<file path="src/rtl/button_press_classifier_pkg.sv">
// rtl/button_press_classifier_pkg.sv - shared state encoding and default timing constants
package button_press_classifier_pkg;

    typedef enum logic [1:0] {
        IDLE      = 2'd0,
        PRESSED   = 2'd1,
        LONG_HELD = 2'd2
    } state_t;

    localparam int DEFAULT_CNT_WIDTH    = 16;
    localparam int DEFAULT_LONG_TICKS   = 1000;
    localparam int DEFAULT_REPEAT_TICKS = 200;

endpackage

</file>
<file path="src/rtl/button_press_classifier_press_timer.sv">
// rtl/button_press_classifier_press_timer.sv - tick counter that flags and restarts on its terminal tick
module press_timer #(
    parameter int CNT_WIDTH = 16
) (
    input  logic                 clk_i,
    input  logic                 rst_i,
    input  logic                 clr_i,
    input  logic                 en_i,
    input  logic [CNT_WIDTH-1:0] limit_i,
    output logic                 done_o
);

    logic [CNT_WIDTH-1:0] count;

    assign done_o = en_i & (count == (limit_i - CNT_WIDTH'(1)));

    // Restarting on done keeps the count below the active limit at all times.
    always_ff @(posedge clk_i) begin
        if (rst_i || clr_i) begin
            count <= '0;
        end else if (done_o) begin
            count <= '0;
        end else if (en_i) begin
            count <= count + CNT_WIDTH'(1);
        end
    end

endmodule

</file>
<file path="src/rtl/button_press_classifier.sv">
// rtl/button_press_classifier.sv - classifies debounced presses into short, long and auto-repeat events
module button_press_classifier
    import button_press_classifier_pkg::*;
#(
    parameter int CNT_WIDTH    = DEFAULT_CNT_WIDTH,
    parameter int LONG_TICKS   = DEFAULT_LONG_TICKS,
    parameter int REPEAT_TICKS = DEFAULT_REPEAT_TICKS
) (
    input  logic       clk_i,
    input  logic       rst_i,
    input  logic       tick_i,
    input  logic       sw_state_i,
    input  logic       sw_down_i,
    input  logic       sw_up_i,
    output logic       short_o,
    output logic       long_o,
    output logic       repeat_o,
    output logic       held_o,
    output logic [7:0] event_count_o
);

    state_t               state;
    logic                 timer_done;
    logic [CNT_WIDTH-1:0] timer_limit;

    // The timer idles at zero, so entering PRESSED always starts a fresh hold.
    assign timer_limit = (state == LONG_HELD) ? CNT_WIDTH'(REPEAT_TICKS) : CNT_WIDTH'(LONG_TICKS);

    press_timer #(
        .CNT_WIDTH(CNT_WIDTH)
    ) u_press_timer (
        .clk_i  (clk_i),
        .rst_i  (rst_i),
        .clr_i  (state == IDLE),
        .en_i   (tick_i && (state != IDLE)),
        .limit_i(timer_limit),
        .done_o (timer_done)
    );

    always_ff @(posedge clk_i) begin
        if (rst_i) begin
            state         <= IDLE;
            short_o       <= 1'b0;
            long_o        <= 1'b0;
            repeat_o      <= 1'b0;
            held_o        <= 1'b0;
            event_count_o <= 8'd0;
        end else begin
            short_o  <= 1'b0;
            long_o   <= 1'b0;
            repeat_o <= 1'b0;
            unique case (state)
                IDLE: begin
                    if (sw_down_i) begin
                        state  <= PRESSED;
                        held_o <= 1'b1;
                    end else begin
                        held_o <= 1'b0;
                    end
                end
                PRESSED: begin
                    // Release outranks a coincident terminal tick.
                    if (sw_up_i) begin
                        state         <= IDLE;
                        held_o        <= 1'b0;
                        short_o       <= 1'b1;
                        event_count_o <= event_count_o + 8'd1;
                    end else if (!sw_state_i) begin
                        state  <= IDLE;
                        held_o <= 1'b0;
                    end else if (timer_done) begin
                        state         <= LONG_HELD;
                        held_o        <= 1'b1;
                        long_o        <= 1'b1;
                        event_count_o <= event_count_o + 8'd1;
                    end else begin
                        held_o <= 1'b1;
                    end
                end
                LONG_HELD: begin
                    if (sw_up_i || !sw_state_i) begin
                        state  <= IDLE;
                        held_o <= 1'b0;
                    end else begin
                        held_o <= 1'b1;
                        if (timer_done) begin
                            repeat_o      <= 1'b1;
                            event_count_o <= event_count_o + 8'd1;
                        end
                    end
                end
                default: begin
                    state  <= IDLE;
                    held_o <= 1'b0;
                end
            endcase
        end
    end

endmodule

</file>
<file path="config.mk">
export PLATFORM = sky130hd
export DESIGN_NAME = button_press_classifier
export DESIGN_NICKNAME = d
export VERILOG_FILES = /design/src/rtl/button_press_classifier_pkg.sv /design/src/rtl/button_press_classifier_press_timer.sv /design/src/rtl/button_press_classifier.sv
export SDC_FILE = /design/constraint.sdc
export NUM_CORES = 1
export LEC_CHECK = 0
export CAP_MARGIN = 10
export CORE_ASPECT_RATIO = 1.1
export CORE_MARGIN = 2
export CORE_UTILIZATION = 35
export CTS_CLUSTER_SIZE = 14
export DETAILED_ROUTE_END_ITERATION = 8
export GPL_ROUTABILITY_DRIVEN = 0
export PLACE_DENSITY = 0.56
export REMOVE_ABC_BUFFERS = 1
export SYNTH_ARGS = -nofsm -noshare
export SYNTH_HDL_FRONTEND = slang
export SYNTH_SLANG_ARGS = --single-unit
</file>
<file path="constraint.sdc">
create_clock -name clk_i -period 1.9 [get_ports clk_i]
set_clock_uncertainty 0.05 [all_clocks]
set_input_delay 0.19 -clock clk_i [delete_from_list [all_inputs] [get_ports clk_i]]
set_output_delay 0.19 -clock clk_i [all_outputs]
set_load 0.005 [all_outputs]
</file>
=== Yosys cells after proc, flatten, opt, wreduce, memory -nomap -nowiden ===
Index checks and enable logic that the tools add are counted.
Widths: inputs -> output; s select.

* Register bits after elaboration: 30
* Bits of input ports: 6
* Output and inout bits: 12

* Add/subtract/negate cells: 3
* Equal/unequal tests: 8
* Mux-type cells: 19
* Bitwise operators: 4
* Reduce and logical (&&, ||, !) cells: 13

{| class="wikitable"
|+ Operators with widths
! operator !! count
|-
| $mux 8 || 4
|-
| $add 16x1->16 const B || 1
|-
| $eq 16x16->1 || 1
|-
| $pmux 8 s2 || 1
|-
| $sub 10x1->11 const B || 1
|-
| $mux 10 || 1
|-
| $mux 2 || 5
|-
| $add 8x1->8 const B || 1
|-
| $mux 1 || 6
|-
| $pmux 2 s3 || 1
|-
| $reduce_and 3->1 || 2
|-
| $ne 2x2->1 const B || 2
|-
| $ne 4x4->1 const B || 1
|-
| $reduce_bool 2->1 || 2
|-
| $reduce_or 2->1 || 2
|-
| $reduce_or 4->1 || 1
|-
| $ne 3x3->1 const B || 1
|-
| $not 1->1 || 3
|-
| $pmux 1 s3 || 1
|-
| $reduce_or 3->1 || 1
|-
| $eq 2x1->1 const B || 1
|-
| $eq 2x2->1 const B || 1
|-
| $logic_not 2->1 || 1
|-
| $logic_or 1x1->1 || 2
|-
| 4 further kinds || 4
|}

=== Depth between registers and ports, before layout ===
* Word-level depth: 9
* Mapped depth: 7
* Mapped depth without buffers: 6

=== Hierarchy ===
From an unflattened synthesis, not the netlist that was laid out.

* Cell total of the unflattened synthesis: 219
* Area total of the unflattened synthesis: 1859.3 µm²

{| class="wikitable"
|+ By module, submodules not included
! module !! times used !! cells each !! area each (µm²) !! seq. area each (µm²)
|-
| press_timer || 1 || 148 || 1223.7 || 320.3
|-
| button_press_classifier || 1 || 71 || 635.6 || 280.3
|}

=== Worst setup path before layout ===
OpenSTA, ideal clock, no wires.

* Path type: reg-to-reg
* Start: reg u_press_timer.count[5]
* End: reg event_count_o[0]
* Setup time: 0.121 ns
* Arrival: 1.612 ns
* Required time: 1.729 ns
* Setup slack: 0.117 ns
* Stages on the path, launching flop included: 7
* Buffers on the path: 1
* Clock period less this slack: 1.783 ns
* Cell sequence: dfxtp_1 > or3_1 > mux2i_1 > a31oi_1 > buf_2 > nor2_1 > mux2_2

* Cells in the longest elaborated chain, start to end: 6
* Elaborated cells on any way between the ends: 7

{| class="wikitable"
|+ Ends and longest elaborated chain
! what !! line !! RTL
|-
| start: declaration || button_press_classifier_press_timer.sv:13 || <nowiki>logic [CNT_WIDTH-1:0] count;</nowiki>
|-
| start signal: assignment || button_press_classifier_press_timer.sv:24 || <nowiki>count <= count + CNT_WIDTH'(1);</nowiki>
|-
| $eq 16x16->1 * || button_press_classifier_press_timer.sv:15 || <nowiki>assign done_o = en_i & (count == (limit_i - CNT_WIDTH'(1)));</nowiki>
|-
| $and 1x1->1 * || button_press_classifier_press_timer.sv:15 ||
|-
| $mux 8 * || -- ||
|-
| $mux 8 (2 in a row) || -- ||
|-
| $pmux 8 s2 * || -- ||
|-
| end signal: assignment || button_press_classifier.sv:67 || <nowiki>event_count_o <= event_count_o + 8'd1;</nowiki>
|-
| end signal: assignment || button_press_classifier.sv:75 || <nowiki>event_count_o <= event_count_o + 8'd1;</nowiki>
|-
| end signal: assignment || button_press_classifier.sv:88 || <nowiki>event_count_o <= event_count_o + 8'd1;</nowiki>
|-
| end: declaration || button_press_classifier.sv:19 || <nowiki>output logic [7:0] event_count_o</nowiki>
|}

Every way passes the cells marked *; elsewhere a longest branch is shown, timed or not. The select of a mux whose other input is x is not followed.
A chain may end at the register's enable or synchronous reset.

=== Final worst setup path ===
* Start: reg u_press_timer.count[13]
* End: reg event_count_o[5]

Same word-level chain as after synthesis.

==> impl_results.md <==
- Outcome: finished clean
- Number of diodes: 0
- Reg2reg path depth: 7
- Most numerous cell in the Yosys netlist: dfxtp_1
- Clock Path Buffers: 2
- Post-route insts no fill: 273
- Synth top area cells: dfxtp_1, xnor2_1, nor2_1
- Worst reg2reg path endpoint: event_count_o[5]$_SDFFE_PP0P_
- Max-slew violations: 0
- Routed met3 length: 120 um
- CP endpoint kind: flip-flop
- TritonCTS buffer count: 5
- Synth Area in Compound Gates: 0.0842
- CP max FO: 6
- Drt pass-1 iters: 4
- Antenna violations before repair: 0
- Hold_buf cts: 0
- P_sw: 0.269 mW
- Worst setup margin: 60.6 ps
- DP Cell Count: 263
- Min Tclk post-route: 1840 ps
- Most frequently used flop master after synthesis: dfxtp_1
- Yosys cell types: 36
- Die area: 0.00460 mm^2
- Final hold viol count: 0
- Global route overflow: 0
- Synthesis Warnings: 0
- DRC violations left: 0
- HP Start: event_count_o[7]$_SDFFE_PP0P_
- Setup violators final: 0
- Register bit total from synthesis: 30
- Top sig layer: met4
- Multi-input gate area: 857 um^2
- DP Wirelength: 2.47 mm
- Avg WL per Cell: 11.6 um
- Die Width: 64.9 um
- Async SR Flop Fraction: 0
- Setup WS pre-CTS: -152 ps
- Synth Instances: 166
- Hold EP: event_count_o[7]$_SDFFE_PP0P_
- Crit Path Class: flip-flop to flip-flop
- Gr usage total: 0.151
- Clock network fraction of total power: 0.394
- Logic pwr share: 0.074
- Pleak: 0.714 nW
- Post-synth EDFFs: 0
- Fillers: 368
- Combinational family with the most area after synthesis: simple AND/OR/NAND/NOR gates
- Reg2reg start: u_press_timer.count[13]$_SDFFE_PP0P_
- Core area: 0.00393 mm^2
- Final period utilization: 0.968
- Synth-to-Final Area Change: 46.1%
- Maximum vdd drop: 0.355 mV
- Nets: 229
- Worst path required time: 2060 ps
- Worst-Skew Late Latency: 280 ps
- H-Tree Depth: 2
- Worst hold margin: 463 ps
- Die Ht: 71.0 um
- Wire length on met1: 1.38 mm
- Final ANT Viol Nets: 0
- Post-synthesis simple-gate area fraction: 0.304
- Cell taking the most area after synthesis: dfxtp_1
- CP Data Arrival Time: 2000 ps
- Multiplexer area fraction after synthesis: 0.0439
- Cell area after synthesis: 0.00143 mm^2
- Hold Path Class: flip-flop to flip-flop
- Internal Power: 0.928 mW
- Synth Area in Adders: 0.0175
- Vias per cell: 4.94
- Normalized max-slew margin: 0.679
- First-pass GRT wire length: 5.40 mm
- Slew @ Worst Pin: 481 ps
- Row cnt: 24
- R2R Setup Slk: 60 ps
- Met2 WL: 1.62 mm
- Area fraction of the dominant cell type after synthesis: 0.421
- Port bufs: 17
- Worst Hold Depth: 2
- Flop pwr share: 0.533
- Drt first-iter violations: 56
- Ports: 18
- Max-cap violation count: 0
- Starting Density: 0.363
- Vias in the first global route: 1,276
- Share of layout cells above drive strength 1: 0.276
- Power per cell area: 575 mW/mm^2
- Most frequent cells after synthesis: dfxtp_1, nor2_1, xnor2_1
- CTS root buffer: clkbuf_8
- Setup crit start kind: flip-flop
- FMAX: 544 MHz
- Vias after detailed routing: 1,348
- Clk sink count: 30
- Register area: 603 um^2
- Synth Area in XOR/XNOR: 0.0921
- CTS tree: done
- Avg Cell Area, Syn: 8.59 um^2
- Switch share: 0.225
- Largest net degree at the start of global routing: 17
- Drt total wl: 3.17 mm
- Sequential element share of the synthesized area: 0.421
- Clock transition at path regs: 60 ps
-- routing by layer --
layer  vias to the layer above  global-route usage
met1                       637               0.165
met2                        21               0.267
met4                         0              0.0615
met5                         -                   0
met3                         6              0.0477
li1                        684                   -
-- cell families (layout without fill, tap and decap cells) --
| family | Yosys count | in the layout |
|---|---|---|
| compound gates | 19 | 19 |
| buf+inv | 11 | 66 |
| flops | 30 | 30 |
| mux | 6 | 6 |
| simple gates | 83 | 83 |
| fa+ha+maj | 2 | 2 |
| xor+xnor | 15 | 15 |
-- cells in the final DEF (no fill, tap or decap), types with 3 or more instances in the layout --
master,instances
nor2b_1,4
o21ai_0,4
nand2b_1,5
or3_4,3
a21oi_2,3
nor3_1,8
buf_4,34
nand4_1,5
xnor2_1,13
clkbuf_8,5
mux2i_1,3
nor4_1,3
nor2_1,29
dfxtp_1,28
clkdlybuf4s50_1,17
or3_1,5
nand2_1,7
inv_1,6
nand3_1,5
-- registers in the layout, indices dropped and copies added, names as in the netlist --
signal               flops
held_o                   1
repeat_o                 1
event_count_o            8
short_o                  1
long_o                   1
u_press_timer.count     16
state                    2
-- worst max path at each step --
| stage | slack, ps | start | end |
|---|---|---|---|
| 6_report | 60 | u_press_timer.count[13]$_SDFFE_PP0P_ | event_count_o[5]$_SDFFE_PP0P_ |
| 5_1_grt | -5 | u_press_timer.count[13]$_SDFFE_PP0P_ | event_count_o[2]$_SDFFE_PP0P_ |
| 4_1_cts | 6 | u_press_timer.count[12]$_SDFFE_PP0P_ | event_count_o[4]$_SDFFE_PP0P_ |
| 3_5_place_dp | -150 | u_press_timer.count[13]$_SDFFE_PP0P_ | event_count_o[4]$_SDFFE_PP0P_ |
| 3_3_place_gp | -100 | u_press_timer.count[13]$_SDFFE_PP0P_ | event_count_o[4]$_SDFFE_PP0P_ |
| 2_1_floorplan | 60 | u_press_timer.count[0]$_SDFFE_PP0P_ | event_count_o[0]$_SDFFE_PP0P_ |
-- repair_timing --
action / 4_1_cts / 5_1_grt
cloned: 0 / 0
resized for setup: 8 / 10
buffers inserted: 0 / 3
endpoints found under the setup margin: 6 / 12
pin swaps: 5 / 6
-- layout make-up --
cell class | count | share of cell area
inverter | 6 | 0.0108
sequential | 30 | 0.289
clock inverter | 2 | 0.00480
timing repair buffer | 53 | 0.219
tap | 52 | 0.0312
multi-input combinational | 125 | 0.411
clock buffer | 5 | 0.0330
-- through the flow --
stage	utilization	power (mW)	setup TNS (ps)	instance area (um^2)
6_report	0.530	1.20	0	2080
3_5_place_dp	0.481	0.733	-907	1890
5_1_grt	0.530	1.25	-7.36	2080
2_1_floorplan	-	0.682	0	1400
3_3_place_gp	0.481	0.732	-553	1890
4_1_cts	0.511	1.21	0	2010
-- critical path, stage by stage, from the launching register on --
cell	delay (ps)
dfxtp_2	330
nor4_4	260
buf_4	150
and4_4	230
a31oi_4	120
buf_4	160
or3_1	340
a21oi_1	140
-- power groups by stage --
| stage | logic [mW] | clock network (mW) | registers [mW] |
|---|---|---|---|
| after floorplan | 0.0298 | 0 | 0.653 |
| after global placement | 0.0808 | 0 | 0.651 |
| after detailed placement | 0.0818 | 0 | 0.652 |
| after CTS | 0.0849 | 0.490 | 0.638 |
| after global routing | 0.0956 | 0.519 | 0.638 |
| final | 0.0880 | 0.471 | 0.638 |
Power figures use the tool's default switching activity.
